<file path="src/rtl/fetch.sv">
// fetch: MIPS instruction fetch stage with single outstanding imem request and held output register.
// Optional FETCH_ALIGN_EN forces jump_target word alignment.
module fetch #(
  parameter logic [31:0] RESET_PC = 32'h0000_0000
) (
  input  logic        clk,
  input  logic        rst_n,
  output logic        imem_req,
  output logic [31:0] imem_addr,
  input  logic        imem_ready,
  input  logic        imem_rvalid,
  input  logic [31:0] imem_rdata,
  input  logic        stall,
  input  logic        jump,
  input  logic [31:0] jump_target,
  output logic        valid,
  output logic [31:0] instr,
  output logic [31:0] pc,
  output logic [5:0]  opcode,
  output logic [5:0]  funct
);
  typedef enum logic [1:0] {IDLE, ISSUE, WAIT, DROP} state_t;
  state_t state, state_n;
  logic [31:0] pc_q, req_pc, tgt;
  logic accept, redirect, load;
  assign imem_req = (state == ISSUE) && (!valid || !stall);
  assign imem_addr = pc_q;
  assign accept = imem_req && imem_ready;
  assign redirect = jump && valid;
  assign load = (state == WAIT) && imem_rvalid && !redirect;
  assign opcode = instr[31:26];
  assign funct = instr[5:0];
`ifdef FETCH_ALIGN_EN
  assign tgt = {jump_target[31:2], 2'b00};
`ifndef SYNTHESIS
  always @(posedge clk)
    if (rst_n && redirect && |jump_target[1:0])
      $display("fetch: warning: unaligned jump_target %h forced to %h", jump_target, tgt);
`endif
`else
  assign tgt = jump_target;
`endif
  // a response arriving for a squashed fetch is swallowed in DROP or on the redirect edge
  always_comb begin
    state_n = state == IDLE  ? ISSUE :
              state == ISSUE ? (accept ? (redirect ? DROP : WAIT) : ISSUE) :
              state == WAIT  ? (imem_rvalid ? ISSUE : (redirect ? DROP : WAIT)) :
                               ((imem_rvalid && !redirect) ? ISSUE : DROP);
  end
  always_ff @(posedge clk or negedge rst_n) begin
    if (!rst_n) begin
      state  <= IDLE;
      pc_q   <= RESET_PC;
      req_pc <= RESET_PC;
      instr  <= 32'h0;
      pc     <= RESET_PC;
      valid  <= 1'b0;
    end else begin
      state <= state_n;
      pc_q  <= redirect ? tgt : accept ? pc_q + 32'd4 : pc_q;
      if (accept) req_pc <= pc_q;
      if (load) begin
        instr <= imem_rdata;
        pc    <= req_pc;
      end
      valid <= load || (valid && stall && !redirect);
    end
  end
endmodule

</file>
<file path="config.mk">
export PLATFORM = sky130hd
export DESIGN_NAME = fetch
export DESIGN_NICKNAME = d
export VERILOG_FILES = /design/src/rtl/fetch.sv
export SDC_FILE = /design/constraint.sdc
export NUM_CORES = 1
export LEC_CHECK = 0
export ABC_AREA = 1
export BUFFER_PORTS_ARGS = -buffer_cell sky130_fd_sc_hd__buf_2
export CAP_MARGIN = 10
export CORE_MARGIN = 2
export CORE_UTILIZATION = 39
export CTS_BUF_LIST = sky130_fd_sc_hd__clkbuf_16
export DETAILED_ROUTE_END_ITERATION = 10
export PLACE_DENSITY = 0.64
export SYNTH_ARGS = -nofsm -noshare
export SYNTH_HDL_FRONTEND = slang
export SYNTH_SLANG_ARGS = --single-unit
</file>
<file path="constraint.sdc">
create_clock -name clk -period 1.7 [get_ports clk]
set_input_delay 0.17 -clock clk [delete_from_list [all_inputs] [get_ports clk]]
set_output_delay 0.17 -clock clk [all_outputs]
set_load 0.1 [all_outputs]
</file>
# Word level (Yosys, flattened, before mapping)
# Cells that the tools add are included.
dict set report totals {
  wordCells 33
  in_bits 70
  register_bits 131
}
dict set report classes {
  eq_ne 2
  muxes 9
  n_reduce_logical 15
  addsub 1
}
# op count
set ops {}
lappend ops {{two-way mux 32 bit} 2}
lappend ops {{adder 32 x 3 -> 32 bit (second input constant)} 1}
lappend ops {{two-way mux 2 bit} 6}
lappend ops {{logical AND 1 bit} 8}
lappend ops {{logical NOT 1 bit} 3}
lappend ops {{== test 2 x 1 -> 1 bit (second input constant)} 1}
lappend ops {{== test 2 bit (second input constant)} 1}
lappend ops {{logical NOT 2 bit} 1}
lappend ops {{logical OR 1 bit} 2}
lappend ops {{nonzero test 2 bit} 1}
lappend ops {{two-way mux 1 bit} 1}

# Depth between registers and ports, before layout
dict set report logic_depth {
  ltp_word 7
  ltp_mapped 10
  ltp_nobuf 10
}

# Worst setup path before layout
# Ideal clock, no wire load.
dict set report synth_timing {
  path_kind {flip-flop to flip-flop}
  startpoint {register valid}
  endpoint {register req_pc[1]}
  slack_ps -577
  period_less_slack_ps 2277
  arrival_ps 2150
  path_stages_with_launch 7
  setup_time_ps 126
  required_time_ps 1574
  n_path_buf 1
  cell_sequence {dfrtp_1 > nand2_1 > inv_1 > nor2_4 > nand2_4 > buf_6 > mux2_4}
}
dict set report synth_between {
  elab_chain_cells 4
}
# item line_no
set synth_lines {}
lappend synth_lines {{from (decl)} 16} ;# output logic valid,
lappend synth_lines {{from (signal assigned)} 66} ;# valid <= load || (valid && stall && !redirect);
lappend synth_lines {{logical NOT 1 bit} 26} ;# assign imem_req = (state == ISSUE) && (!valid || !stall);
lappend synth_lines {{logical OR 1 bit} 26}
lappend synth_lines {{logical AND 1 bit} 26}
lappend synth_lines {{named net imem_req} 8} ;# output logic imem_req,
lappend synth_lines {{logical AND 1 bit} 28} ;# assign accept = imem_req && imem_ready;
lappend synth_lines {{to (signal assigned)} 61} ;# if (accept) req_pc <= pc_q;
lappend synth_lines {{to (decl)} 24} ;# logic [31:0] pc_q, req_pc, tgt;
# The timed path passes the listed nets, and every way through them passes these cells.
# A chain may end at the register's enable or synchronous reset.

# Worst setup path after layout
dict set report layout_timing {
  startpoint {register valid}
  endpoint {register instr[22]}
}
dict set report layout_between {
  elab_chain_cells 3
}
# item line_no
set layout_lines {}
lappend layout_lines {{logical AND 1 bit} 29} ;# assign redirect = jump && valid;
lappend layout_lines {{logical NOT 1 bit} 30} ;# assign load = (state == WAIT) && imem_rvalid && !redirect;
lappend layout_lines {{logical AND 1 bit} 30}
lappend layout_lines {{to (signal assigned)} 63} ;# instr <= imem_rdata;
lappend layout_lines {{to (decl)} 17} ;# output logic [31:0] instr,
# No other way between the ends.

==> metrics.txt <==
# TYPE chip_impl_metric gauge
chip_impl_metric{name="seq_area_frac_synth",unit=""} 0.512
chip_impl_metric{name="grt_max_degree",unit=""} 61
chip_impl_metric{name="setup_viol",unit=""} 0
chip_impl_info{name="hold_path_startpoint",value="jump_target[12]"} 1
chip_impl_metric{name="placement_row_count",unit=""} 46
chip_impl_metric{name="track_usage",unit=""} 0.192
chip_impl_info{name="min_to",value="imem_addr[12]"} 1
chip_impl_metric{name="first_pass_iters",unit=""} 5
chip_impl_metric{name="i_o_buffers",unit=""} 179
chip_impl_info{name="crit_chain",value="nand2_4, nand2_4, nor3_4, buf_12, mux2_2"} 1
chip_impl_metric{name="gp_routability_congestion",unit=""} 0.835
chip_impl_metric{name="multiInputGateArea",unit="um^2"} 2630
chip_impl_metric{name="drtIter0Drc",unit=""} 316
chip_impl_info{name="worstReg2RegStart",value="valid"} 1
chip_impl_metric{name="reg2reg_depth",unit=""} 5
chip_impl_metric{name="finish.cell_count_without_fillers",unit=""} 1106
chip_impl_info{name="timing.hold.worst.class",value="in -> reg"} 1
chip_impl_metric{name="min_path_cells",unit=""} 3
chip_impl_metric{name="slew_violations",unit=""} 0
chip_impl_metric{name="antenna_found_initial",unit=""} 0
chip_impl_metric{name="post_synth_num_cell_types",unit=""} 35
chip_impl_metric{name="worstSkewPairLatency",unit="ns"} 0.42
chip_impl_metric{name="placed_cells_incl_taps",unit=""} 1021
chip_impl_metric{name="overall_die_height",unit="um"} 132
chip_impl_info{name="status",value="finished, final reports clean"} 1
chip_impl_metric{name="grt_remaining_overflow",unit=""} 0
chip_impl_info{name="critical_path.most_common_cell",value="sky130_fd_sc_hd__nand2_4"} 1
chip_impl_metric{name="clkSinkCount",unit=""} 131
chip_impl_metric{name="fin_hold_ws",unit="ns"} 0.00386
chip_impl_info{name="rsz0062_at_grt",value="yes"} 1
chip_impl_metric{name="wl_per_cell",unit="um"} 15.0
chip_impl_info{name="start_to_end_type_of_the_worst_setup_path",value="reg -> reg"} 1
chip_impl_metric{name="fillerInstances",unit=""} 1452
chip_impl_info{name="clk_root_buffer_cell",value="sky130_fd_sc_hd__clkbuf_16"} 1
chip_impl_info{name="timing.critical_path.slowest_stage_cell",value="sky130_fd_sc_hd__dfrtp_4"} 1
chip_impl_metric{name="dp_hpwl",unit="um"} 11500
chip_impl_metric{name="path_buf_inv",unit=""} 1
chip_impl_metric{name="path_clk_slew",unit="ns"} 0.06
chip_impl_metric{name="register_area",unit="um^2"} 3290
chip_impl_metric{name="area_delta_synth_final",unit="%"} 34.9
chip_impl_metric{name="timing.reg2reg.setup_slack",unit="ns"} 0.06
chip_impl_info{name="worstSetupEndpointType",value="register"} 1
chip_impl_metric{name="start_util",unit=""} 0.402
chip_impl_metric{name="ys.warnings.count",unit=""} 0
chip_impl_info{name="worst_r2r_endpoint",value="instr[22]"} 1
chip_impl_metric{name="cp_data_arrival_time",unit="ns"} 1.94
chip_impl_metric{name="detail_route.vias_per_cell",unit=""} 4.72
chip_impl_metric{name="maxClockFrequency",unit="GHz"} 0.610
chip_impl_metric{name="synth_fp_nets",unit=""} 717
chip_impl_metric{name="final_hold_viol_count",unit=""} 0
chip_impl_metric{name="routed-via-count",unit=""} 5224
chip_impl_metric{name="antenna_left",unit=""} 0
chip_impl_metric{name="first_global_vias",unit=""} 5032
chip_impl_metric{name="drv_cap",unit=""} 0
chip_impl_metric{name="final.min_clock_period",unit="ns"} 1.64
chip_impl_metric{name="tightest_slew",unit="ns"} 0.530
chip_impl_metric{name="postRouteWirelength",unit="um"} 16600
chip_impl_metric{name="route.detailed.drc",unit=""} 0
chip_impl_metric{name="cts-root-to-sink-buffers",unit=""} 2
chip_impl_metric{name="diodes",unit=""} 0
chip_impl_metric{name="num_io_pins",unit=""} 180
chip_impl_metric{name="max_stage_delay",unit="ns"} 0.49
chip_impl_metric{name="cts_htree_levels",unit=""} 4
chip_impl_metric{name="synth.ff_latch_count",unit=""} 131
chip_impl_metric{name="timing.critical_path.required",unit="ns"} 2.00
chip_impl_metric{name="post_route_cells_drive_above_1_share",unit=""} 0.391
chip_impl_metric{name="syn_avg_cell_area",unit="um^2"} 9.91
chip_impl_metric{name="timing.critical_path.fanout_max",unit=""} 47
chip_impl_info{name="critical_path.startpoint_type",value="register"} 1
chip_impl_metric{name="dieArea",unit="um^2"} 17500
chip_impl_metric{name="cts-buffers-inserted",unit=""} 17
chip_impl_metric{name="die_w",unit="um"} 132
chip_impl_metric{name="worst_clock_skew",unit="ns"} 0.00540
chip_impl_metric{name="synthesis.instances",unit=""} 646
chip_impl_info{name="cts_tree",value="done"} 1
chip_impl_metric{name="final.period_utilization",unit=""} 0.965
chip_impl_metric{name="design.core.area",unit="um^2"} 15900
chip_impl_metric{name="grt_first_pass_wirelength",unit="um"} 26400
chip_impl_info{name="crit_start",value="valid"} 1
chip_impl_metric{name="netlist_area",unit="um^2"} 6400
chip_impl_metric{name="max_slew_margin",unit=""} 0.649
chip_impl_metric{name="layout.nets",unit=""} 948
chip_impl_info{name="cp_top_family",value="flip-flops"} 1
[cells by family after synthesis]
logic type | share of synthesized area
fa+ha+maj | 0.00195
simple gates | 0.189
xor+xnor | 0.00684
buf+inv | 0.0865
flops | 0.512
mux | 0.135
compound gates | 0.0686
[through the flow]
step	setup WS [ns]	instance area [um^2]	TNS (ns)	utilization
6_report	0.0600	8640	0	0.542
5_1_grt	-0.0365	8640	-0.436	0.542
4_1_cts	0.0187	8600	0	0.540
3_5_place_dp	0.0584	7450	0	0.467
3_3_place_gp	0.100	7450	0	0.467
2_1_floorplan	-0.328	6450	-18.46	-
[state kept, by name, indices dropped and copies added (netlist names)]
signal / count
instr: 32
pc: 32
imem_addr: 32
req_pc: 32
state: 2
valid: 1
[what timing repair did]
item                                   CTS  global route
resized for setup                        0             8
endpoints found under the hold margin   92             0
hold buffers                            51             0
buffers inserted                         0             1
setup endpoints to repair                0            33
[cells in the final DEF, fill, tap and decap left out, types with 3 or more instances in the layout]
cell / netlist / final
sky130_fd_sc_hd__nor2_2: 2 / 3
sky130_fd_sc_hd__o211ai_1: 9 / 9
sky130_fd_sc_hd__buf_2: 1 / 177
sky130_fd_sc_hd__bufinv_16: 0 / 4
sky130_fd_sc_hd__inv_6: 0 / 4
sky130_fd_sc_hd__nor2_1: 49 / 47
sky130_fd_sc_hd__inv_8: 0 / 3
sky130_fd_sc_hd__nand3_1: 42 / 40
sky130_fd_sc_hd__nand2_4: 3 / 4
sky130_fd_sc_hd__dlygate4sd3_1: 0 / 51
sky130_fd_sc_hd__inv_1: 56 / 54
sky130_fd_sc_hd__dfrtp_1: 131 / 120
sky130_fd_sc_hd__o21ai_1: 10 / 15
sky130_fd_sc_hd__buf_12: 3 / 4
sky130_fd_sc_hd__nor2_4: 2 / 4
sky130_fd_sc_hd__o21ai_2: 23 / 23
sky130_fd_sc_hd__clkbuf_16: 0 / 17
sky130_fd_sc_hd__mux2_2: 26 / 26
sky130_fd_sc_hd__xor2_1: 4 / 4
sky130_fd_sc_hd__buf_4: 14 / 10
sky130_fd_sc_hd__clkinv_4: 1 / 3
sky130_fd_sc_hd__nand2_1: 186 / 184
sky130_fd_sc_hd__mux2_4: 38 / 38
sky130_fd_sc_hd__dfrtp_2: 0 / 10
sky130_fd_sc_hd__o21ai_0: 17 / 12
[worst max path at each step]
stage,end,slack (ns),cells past startpoint
2_1_floorplan,req_pc[1],-0.33,6
3_3_place_gp,instr[22],0.10,5
3_5_place_dp,imem_addr[22],0.06,8
4_1_cts,imem_req,0.02,5
5_1_grt,instr[16],-0.04,5
6_report,instr[22],0.06,5
[cells in the mapped netlist]
| library cell | instances | area, um^2 |
|---|---|---|
| sky130_fd_sc_hd__nor2_4 | 2 | 22.5 |
| sky130_fd_sc_hd__dfrtp_1 | 131 | 3280 |
| sky130_fd_sc_hd__o21bai_1 | 1 | 7.51 |
| sky130_fd_sc_hd__mux2_2 | 26 | 293 |
| sky130_fd_sc_hd__nor3_4 | 1 | 16.3 |
| sky130_fd_sc_hd__clkbuf_1 | 2 | 7.51 |
| sky130_fd_sc_hd__o21ai_2 | 23 | 201 |
| sky130_fd_sc_hd__o21ai_0 | 17 | 85.1 |
| sky130_fd_sc_hd__nand2_4 | 3 | 33.8 |
| sky130_fd_sc_hd__xor2_1 | 4 | 35.0 |
| sky130_fd_sc_hd__o21ai_1 | 10 | 50.1 |
| sky130_fd_sc_hd__nand3_1 | 42 | 210 |
| sky130_fd_sc_hd__buf_8 | 1 | 15.0 |
| sky130_fd_sc_hd__ha_1 | 1 | 12.5 |
| sky130_fd_sc_hd__nor2_1 | 49 | 184 |
| sky130_fd_sc_hd__inv_1 | 56 | 210 |
| sky130_fd_sc_hd__mux2_4 | 38 | 571 |
| sky130_fd_sc_hd__clkinv_4 | 1 | 8.76 |
| sky130_fd_sc_hd__buf_4 | 14 | 105 |
| sky130_fd_sc_hd__nor2_2 | 2 | 12.5 |
| sky130_fd_sc_hd__nand4_1 | 1 | 6.26 |
| sky130_fd_sc_hd__buf_12 | 3 | 60.1 |
| sky130_fd_sc_hd__buf_2 | 1 | 5.00 |
| sky130_fd_sc_hd__clkinv_1 | 1 | 3.75 |
| sky130_fd_sc_hd__nand2_1 | 186 | 698 |
| sky130_fd_sc_hd__nor4_1 | 1 | 6.26 |
| sky130_fd_sc_hd__a21oi_2 | 1 | 8.76 |
| sky130_fd_sc_hd__nand3_4 | 1 | 17.5 |
| sky130_fd_sc_hd__o221ai_1 | 1 | 8.76 |
| sky130_fd_sc_hd__a21oi_1 | 2 | 10.0 |
| sky130_fd_sc_hd__nand2_2 | 1 | 6.26 |
| sky130_fd_sc_hd__buf_6 | 12 | 135 |
| sky130_fd_sc_hd__xnor2_1 | 1 | 8.76 |
| sky130_fd_sc_hd__o211ai_1 | 9 | 67.6 |
| sky130_fd_sc_hd__inv_2 | 1 | 3.75 |
[final cells by class]
class | count | area share
Multi-Input combinational cell | 424 | 0.304
Sequential cell | 131 | 0.381
Inverter | 59 | 0.0265
Clock buffer | 17 | 0.0492
Tap cell | 216 | 0.0313
Timing Repair Buffer | 244 | 0.182
Clock inverter | 15 | 0.0256
[metal layers]
layer	GRT usage	part of all wire	routed length, um
met3	0.0438	0.057	952
met1	0.261	0.46	7660
met2	0.306	0.47	7760
met4	0.0604	0.012	205
met5	0	0	0
[worst reg2reg max path, delay by kind of cell, from the launching register on]
kind	cells	cell delay (ns)
DFF	1	0.49
muxes	1	0.41
buffers and inverters	1	0.33
and+or+nand+nor	3	0.29
Power is not shown: default switching activity piles up to over one toggle a cycle in this logic, so the estimate is an artifact.
